===== config.mk =====
export PLATFORM = sky130hd
export DESIGN_NAME = cart_mem_arbiter
export DESIGN_NICKNAME = d
export VERILOG_FILES = /design/src/rtl/cart_mem_arbiter.sv
export SDC_FILE = /design/constraint.sdc
export NUM_CORES = 1
export LEC_CHECK = 0
export CAP_MARGIN = 20
export CORE_MARGIN = 1
export CORE_UTILIZATION = 45
export DETAILED_ROUTE_END_ITERATION = 8
export GPL_TIMING_DRIVEN = 1
export PLACE_DENSITY = 0.78
export SLEW_MARGIN = 20
export SYNTH_ARGS = -nofsm -noshare
export SYNTH_HDL_FRONTEND = slang
export SYNTH_SLANG_ARGS = --single-unit

===== constraint.sdc =====
create_clock -name clk -period 1.5 [get_ports clk]
set_input_delay 0.15 -clock clk [delete_from_list [all_inputs] [get_ports clk]]
set_output_delay 0.15 -clock clk [all_outputs]
set_load 0.01 [all_outputs]

===== src/rtl/cart_mem_arbiter.sv =====
// cart_mem_arbiter: converts mapper PRG/CHR bus strobes (slow, asynchronous)
// into single-port memory transactions in the fast clock domain. CHR has
// strict priority over PRG; each channel keeps one pending slot and a sticky
// overrun flag for accesses that were replaced before they could be issued.
module cart_mem_arbiter #(
  parameter int ADDR_BITS   = 22,
  parameter int SYNC_STAGES = 2
) (
  input  logic                 clk,
  input  logic                 rst_n,
  input  logic                 m2,
  input  logic [ADDR_BITS-1:0] prg_addr,
  input  logic                 prg_oe,
  input  logic [ADDR_BITS-1:0] chr_addr,
  input  logic                 chr_ce,
  input  logic                 chr_oe,
  input  logic                 chr_we,
  input  logic [7:0]           ppu_data_in,
  output logic [7:0]           prg_data,
  output logic [7:0]           chr_data,
  output logic                 mem_req,
  output logic                 mem_we,
  output logic [ADDR_BITS-1:0] mem_addr,
  output logic [7:0]           mem_wdata,
  input  logic                 mem_ack,
  input  logic [7:0]           mem_rdata,
  output logic                 prg_overrun,
  output logic                 chr_overrun
);

  typedef enum logic [1:0] {IDLE, ISSUE, WAIT} st_e;

  typedef struct packed {
    logic [ADDR_BITS-1:0] addr;
    logic                 we;
    logic [7:0]           wdata;
    logic                 vld;
  } chr_slot_t;

  // ---------------------------------------------------------------------------
  // Strobe synchronisers and edge detect
  // ---------------------------------------------------------------------------
  logic [SYNC_STAGES-1:0] m2_sync_q, rd_sync_q, wr_sync_q;
  logic                   m2_prev_q, rd_prev_q, wr_prev_q;
  logic                   m2_s, rd_s, wr_s;
  logic                   chr_rd, chr_wr;
  logic                   prg_trig, rd_rise, wr_rise, chr_trig;

  assign chr_rd = chr_ce & chr_oe;
  assign chr_wr = chr_ce & chr_we;

  // Shift each raw strobe through its synchroniser chain, keep last stage history
  always_ff @(posedge clk or negedge rst_n) begin
    if (!rst_n) begin
      m2_sync_q <= '0;
      rd_sync_q <= '0;
      wr_sync_q <= '0;
      m2_prev_q <= 1'b0;
      rd_prev_q <= 1'b0;
      wr_prev_q <= 1'b0;
    end else begin
      m2_sync_q <= {m2_sync_q[SYNC_STAGES-2:0], m2};
      rd_sync_q <= {rd_sync_q[SYNC_STAGES-2:0], chr_rd};
      wr_sync_q <= {wr_sync_q[SYNC_STAGES-2:0], chr_wr};
      m2_prev_q <= m2_s;
      rd_prev_q <= rd_s;
      wr_prev_q <= wr_s;
    end
  end

  assign m2_s     = m2_sync_q[SYNC_STAGES-1];
  assign rd_s     = rd_sync_q[SYNC_STAGES-1];
  assign wr_s     = wr_sync_q[SYNC_STAGES-1];
  // Address/data lines are stable for the whole strobe, so they are sampled raw.
  assign prg_trig = m2_s & ~m2_prev_q & prg_oe;
  assign rd_rise  = rd_s & ~rd_prev_q;
  assign wr_rise  = wr_s & ~wr_prev_q;
  assign chr_trig = rd_rise | wr_rise;

  // ---------------------------------------------------------------------------
  // Pending slots and arbitration
  // ---------------------------------------------------------------------------
  st_e                  state_q, state_d;
  chr_slot_t            chr_slot_q, chr_slot_d;
  logic [ADDR_BITS-1:0] prg_slot_addr_q, prg_slot_addr_d;
  logic                 prg_slot_vld_q, prg_slot_vld_d;
  logic                 prg_ovr_q, prg_ovr_d, chr_ovr_q, chr_ovr_d;
  logic                 pick_chr, pick_prg;

  assign pick_chr = (state_q == IDLE) &  chr_slot_q.vld;
  assign pick_prg = (state_q == IDLE) & ~chr_slot_q.vld & prg_slot_vld_q;

  // Slot next-state: a pick empties the slot, a trigger refills it; a trigger
  // landing on a slot that is still waiting (not being picked) is an overrun.
  always_comb begin
    chr_slot_d      = chr_slot_q;
    chr_ovr_d       = chr_ovr_q;
    prg_slot_addr_d = prg_slot_addr_q;
    prg_slot_vld_d  = prg_slot_vld_q;
    prg_ovr_d       = prg_ovr_q;
    if (pick_chr) chr_slot_d.vld = 1'b0;
    if (pick_prg) prg_slot_vld_d = 1'b0;
    if (chr_trig) begin
      if (chr_slot_q.vld && !pick_chr) chr_ovr_d = 1'b1;
      chr_slot_d.addr  = chr_addr;
      chr_slot_d.we    = wr_rise;
      chr_slot_d.wdata = ppu_data_in;
      chr_slot_d.vld   = 1'b1;
    end
    if (prg_trig) begin
      if (prg_slot_vld_q && !pick_prg) prg_ovr_d = 1'b1;
      prg_slot_addr_d = prg_addr;
      prg_slot_vld_d  = 1'b1;
    end
  end

  // Register pending slots and sticky overrun flags
  always_ff @(posedge clk or negedge rst_n) begin
    if (!rst_n) begin
      chr_slot_q      <= '0;
      prg_slot_addr_q <= '0;
      prg_slot_vld_q  <= 1'b0;
      prg_ovr_q       <= 1'b0;
      chr_ovr_q       <= 1'b0;
    end else begin
      chr_slot_q      <= chr_slot_d;
      prg_slot_addr_q <= prg_slot_addr_d;
      prg_slot_vld_q  <= prg_slot_vld_d;
      prg_ovr_q       <= prg_ovr_d;
      chr_ovr_q       <= chr_ovr_d;
    end
  end

  // ---------------------------------------------------------------------------
  // Request FSM
  // ---------------------------------------------------------------------------
  logic [ADDR_BITS-1:0] fl_addr_q;
  logic                 fl_we_q;
  logic [7:0]           fl_wdata_q;
  logic                 fl_chr_q;
  logic [7:0]           prg_data_q, chr_data_q;

  // State register
  always_ff @(posedge clk or negedge rst_n) begin
    if (!rst_n) state_q <= IDLE;
    else        state_q <= state_d;
  end

  // Next state: pick a slot, present it for one cycle, then wait for ack
  always_comb begin
    state_d = state_q;
    case (state_q)
      IDLE:    if (pick_chr || pick_prg) state_d = ISSUE;
      ISSUE:   state_d = WAIT;
      WAIT:    if (mem_ack) state_d = IDLE;
      default: state_d = IDLE;
    endcase
  end

  // Request outputs, driven only while a transaction is outstanding
  always_comb begin
    mem_req   = 1'b0;
    mem_we    = 1'b0;
    mem_addr  = '0;
    mem_wdata = '0;
    if (state_q != IDLE) begin
      mem_req   = 1'b1;
      mem_we    = fl_we_q;
      mem_addr  = fl_addr_q;
      mem_wdata = fl_wdata_q;
    end
  end

  // In-flight register: captured at pick time and held through WAIT
  always_ff @(posedge clk or negedge rst_n) begin
    if (!rst_n) begin
      fl_addr_q  <= '0;
      fl_we_q    <= 1'b0;
      fl_wdata_q <= '0;
      fl_chr_q   <= 1'b0;
    end else if (pick_chr) begin
      fl_addr_q  <= chr_slot_q.addr;
      fl_we_q    <= chr_slot_q.we;
      fl_wdata_q <= chr_slot_q.wdata;
      fl_chr_q   <= 1'b1;
    end else if (pick_prg) begin
      fl_addr_q  <= prg_slot_addr_q;
      fl_we_q    <= 1'b0;
      fl_wdata_q <= '0;
      fl_chr_q   <= 1'b0;
    end
  end

  // Read data capture on ack; acks outside WAIT are stray and ignored
  always_ff @(posedge clk or negedge rst_n) begin
    if (!rst_n) begin
      prg_data_q <= '0;
      chr_data_q <= '0;
    end else if (state_q == WAIT && mem_ack && !fl_we_q) begin
      if (fl_chr_q) chr_data_q <= mem_rdata;
      else          prg_data_q <= mem_rdata;
    end
  end

  assign prg_data    = prg_data_q;
  assign chr_data    = chr_data_q;
  assign prg_overrun = prg_ovr_q;
  assign chr_overrun = chr_ovr_q;

endmodule


==> results_dict.tcl <==
set metrics [dict create \
    status "complete, but fails checks" \
    violations "negative setup slack" \
    wl_per_cell_um 17.6 \
    synth_top_family_by_area "multiplexers" \
    synth-seq-area-share_pct 62.9 \
    instances_no_fill 615 \
    async_flop_share_pct 100 \
    synth_simple_gate_area_share_pct 6.75 \
    pin_count 118 \
    cp.required_ns 1.35 \
    r2r_setup_slack_ns -0.16 \
    synth_most_common_cell "dfrtp_1" \
    synthAdderAreaFrac_pct 0 \
    period_minus_slack_ns 1.73 \
    rsz0062_at_grt "yes" \
    fillers 667 \
    core.rowCount 36 \
    synth_edf_count 0 \
    critPathMaxFanout 8 \
    crit_path_start_kind "register" \
    die_y_um 103 \
    synth_compound_area_share_pct 10.3 \
    numCtsBuffers 17 \
    powerDensity_nw_per_um2 2030 \
    synthTopCellsByArea "dfrtp_1 63%, mux2_1 11%, and2_1 4.3%, mux2_2 4.1%, o2bb2ai_1 4.0%" \
    synth.distinct_cells 29 \
    antenna_found_initial 0 \
    drc 0 \
    worst_pin_slew_ns 0.278 \
    yosys.area.top_type "dfrtp_1" \
    slowest_stage "dfrtp_1" \
    dpl_worst_slack_ns -0.220 \
    ys_ff_latch 116 \
    synth_ff_type "dfrtp_1" \
    grt_use_total_pct 21.9 \
    synthTopCellsByCount "116 x dfrtp_1, 44 x mux2_1, 32 x and2_1, 21 x a22oi_1, 21 x o2bb2ai_1" \
    synth_area_um2 4620 \
    grt_pass1_wl_um 17200 \
    holdWs_ns 0.0703 \
    area_delta_synth_final_pct 50.4 \
    hold_viol 0 \
    synth-xor-area-share_pct 0 \
    power_mw 14.1 \
    drv_cap 0 \
    r2r-end "prg_data[7]" \
    critPathBufInv 3 \
    hpwl_um 6870 \
    syn_nets 387 \
    skew_ns 0.00657 \
    fin_tns_setup_ns -8.47 \
    clk_latency_ns 0.50 \
    fmax_mhz 577 \
    peakVddDrop_mv 0.898 \
    start_util_pct 46.8 \
    drv_slew 0 \
    layout_setup_ws_ns -0.234 \
    cts-root-buf "clkbuf_8" \
    cp_top_family "flip-flops" \
    cts_tree "done" \
    place_congestion 0.802 \
    place_inst 575 \
    layout-drive-gt1-share_pct 32.4 \
    wl_um 10800 \
    finalSetupViolCount 50 \
    ant_nets 0 \
    max_slew_margin_pct 81.5 \
    reg2reg_depth 7 \
    critPathArrivalTime_ns 1.58 \
    grt_overflow_total 0 \
    clock_path_buffers 2 \
    synth_top_area_share_pct 62.9 \
    period_share_pct 116 \
    worstPathCellList "nor2_4 -> inv_6 -> buf_16 -> and2_4 -> buf_6" \
    dieArea_um2 10700 \
    port-buffer-count 117 \
    clk_pin_slew_worst_paths_ns 0.06 \
    diodes 0 \
    via_per_inst 5.10 \
    synthCells 319 \
    first_iter_violations 63 \
    vias 3138 \
    num-nets-final 538 \
    grt_pass1_vias 3465 \
    r2r-start "state_q[0]" \
    core_area_um2 9860 \
    synth_mux_area_share_pct 17.5 \
    cpPeakStageDelay_ns 0.40 \
    dr.pass1.iters 4 \
    die_width_um 103 \
    crit_path_end_kind "output pin" \
    cts.sinks 116 \
    p_leak_nw 3.12 \
    synth.avg_cell_area_um2 14.5 \
    holdCritPathClass "primary input to asynchronous set/reset pin" \
    yosys_warnings 0 \
    grt_start_max_net_pins 52 \
    path_class "register to output pin" \
    cts_max_level 4 \
]
worst max path at each step:
stage                     from            to  slack [ns]  cells past startpoint
floorplan           state_q[0]   chr_data[0]        0.12                      4
global placement       mem_ack   chr_data[0]       -0.16                      4
finish              state_q[0]        mem_we       -0.23                      5
detailed placement     mem_ack   chr_data[5]       -0.22                      4
global route        state_q[0]  mem_wdata[4]       -0.30                      5
CTS                 state_q[0]        mem_we       -0.25                      5
flip-flops by register name (all words and copies together) (netlist names), 2 cells and up:
| signal | flops |
|---|---|
| chr_data | 8 |
| chr_slot_q | 32 |
| fl_addr_q | 22 |
| fl_wdata_q | 8 |
| m2_sync_q | 2 |
| prg_data | 8 |
| prg_slot_addr_q | 22 |
| rd_sync_q | 2 |
| state_q | 2 |
| wr_sync_q | 2 |
per-layer routing:
layer	vias to the layer above	part of all wire, %	GRT usage [%]	wire [µm]
met1	1581	46	28.2	4940
met4	0	1.3	9.75	140
met5	-	0	0	0
met2	92	49	35.7	5310
li1	1450	-	-	-
met3	15	4.2	4.77	452
placed cells by master, fill, tap and decap left out, drive strengths merged:
master	instances
nor2b	1
clkinvlp	6
dlygate4sd3	1
clkinv	3
nand2	6
buf	68
and2	32
a22oi	21
nand2b	2
dlygate4sd2	18
o2bb2ai	21
a31o	1
o22ai	1
a221o	1
mux2	69
a22o	9
clkbuf	19
or2	1
clkdlybuf4s50	66
o211ai	1
nand3b	1
o21bai	1
nand4bb	1
inv	6
nor2	5
o21ai	2
dfrtp	116
bufinv	2
a21o	1
where the power goes:
part	leakage [nW]	internal [mW]	switching (mW)
Combinational	1.46	3.26	2.33
Sequential	1.40	4.09	0.595
Clock	0.258	2.39	1.42
Total	3.12	9.74	4.34
through the flow:
step	instance area (µm²)	utilization [%]
final	6950	70.4
after global routing	6950	70.4
after CTS	6920	70.1
after detailed placement	6140	62.2
after global placement	6140	62.2
after floorplan	4620	-
cell type report:
type                    count  area, µm²  area share [%]
repair buffers            153       1580            22.7
clock buffers              19        432            6.22
well taps                 133        166            2.40
flip-flops and latches    116       2900            41.8
clock inverters            12        133            1.91
multi-input cells         177       1710            24.7
inverters                   5       23.8           0.342
timing repair:
action                                  in CTS  in global routing
endpoints found under the hold margin      116                  0
pin swaps                                   29                  2
buffers inserted                             5                  2
cloned                                       2                  0
hold buffers                                 1                  0
resized for setup                          216                  6
endpoints found under the setup margin      66                 57
cells by family after synthesis:
family | count (synthesis)
buffers and inverters | 26
flip-flops | 116
multiplexers | 69
AND/OR/NAND/NOR | 49
AO/OA/AOI/OAI | 59
Note: power is estimated with default switching activity, not from simulation.
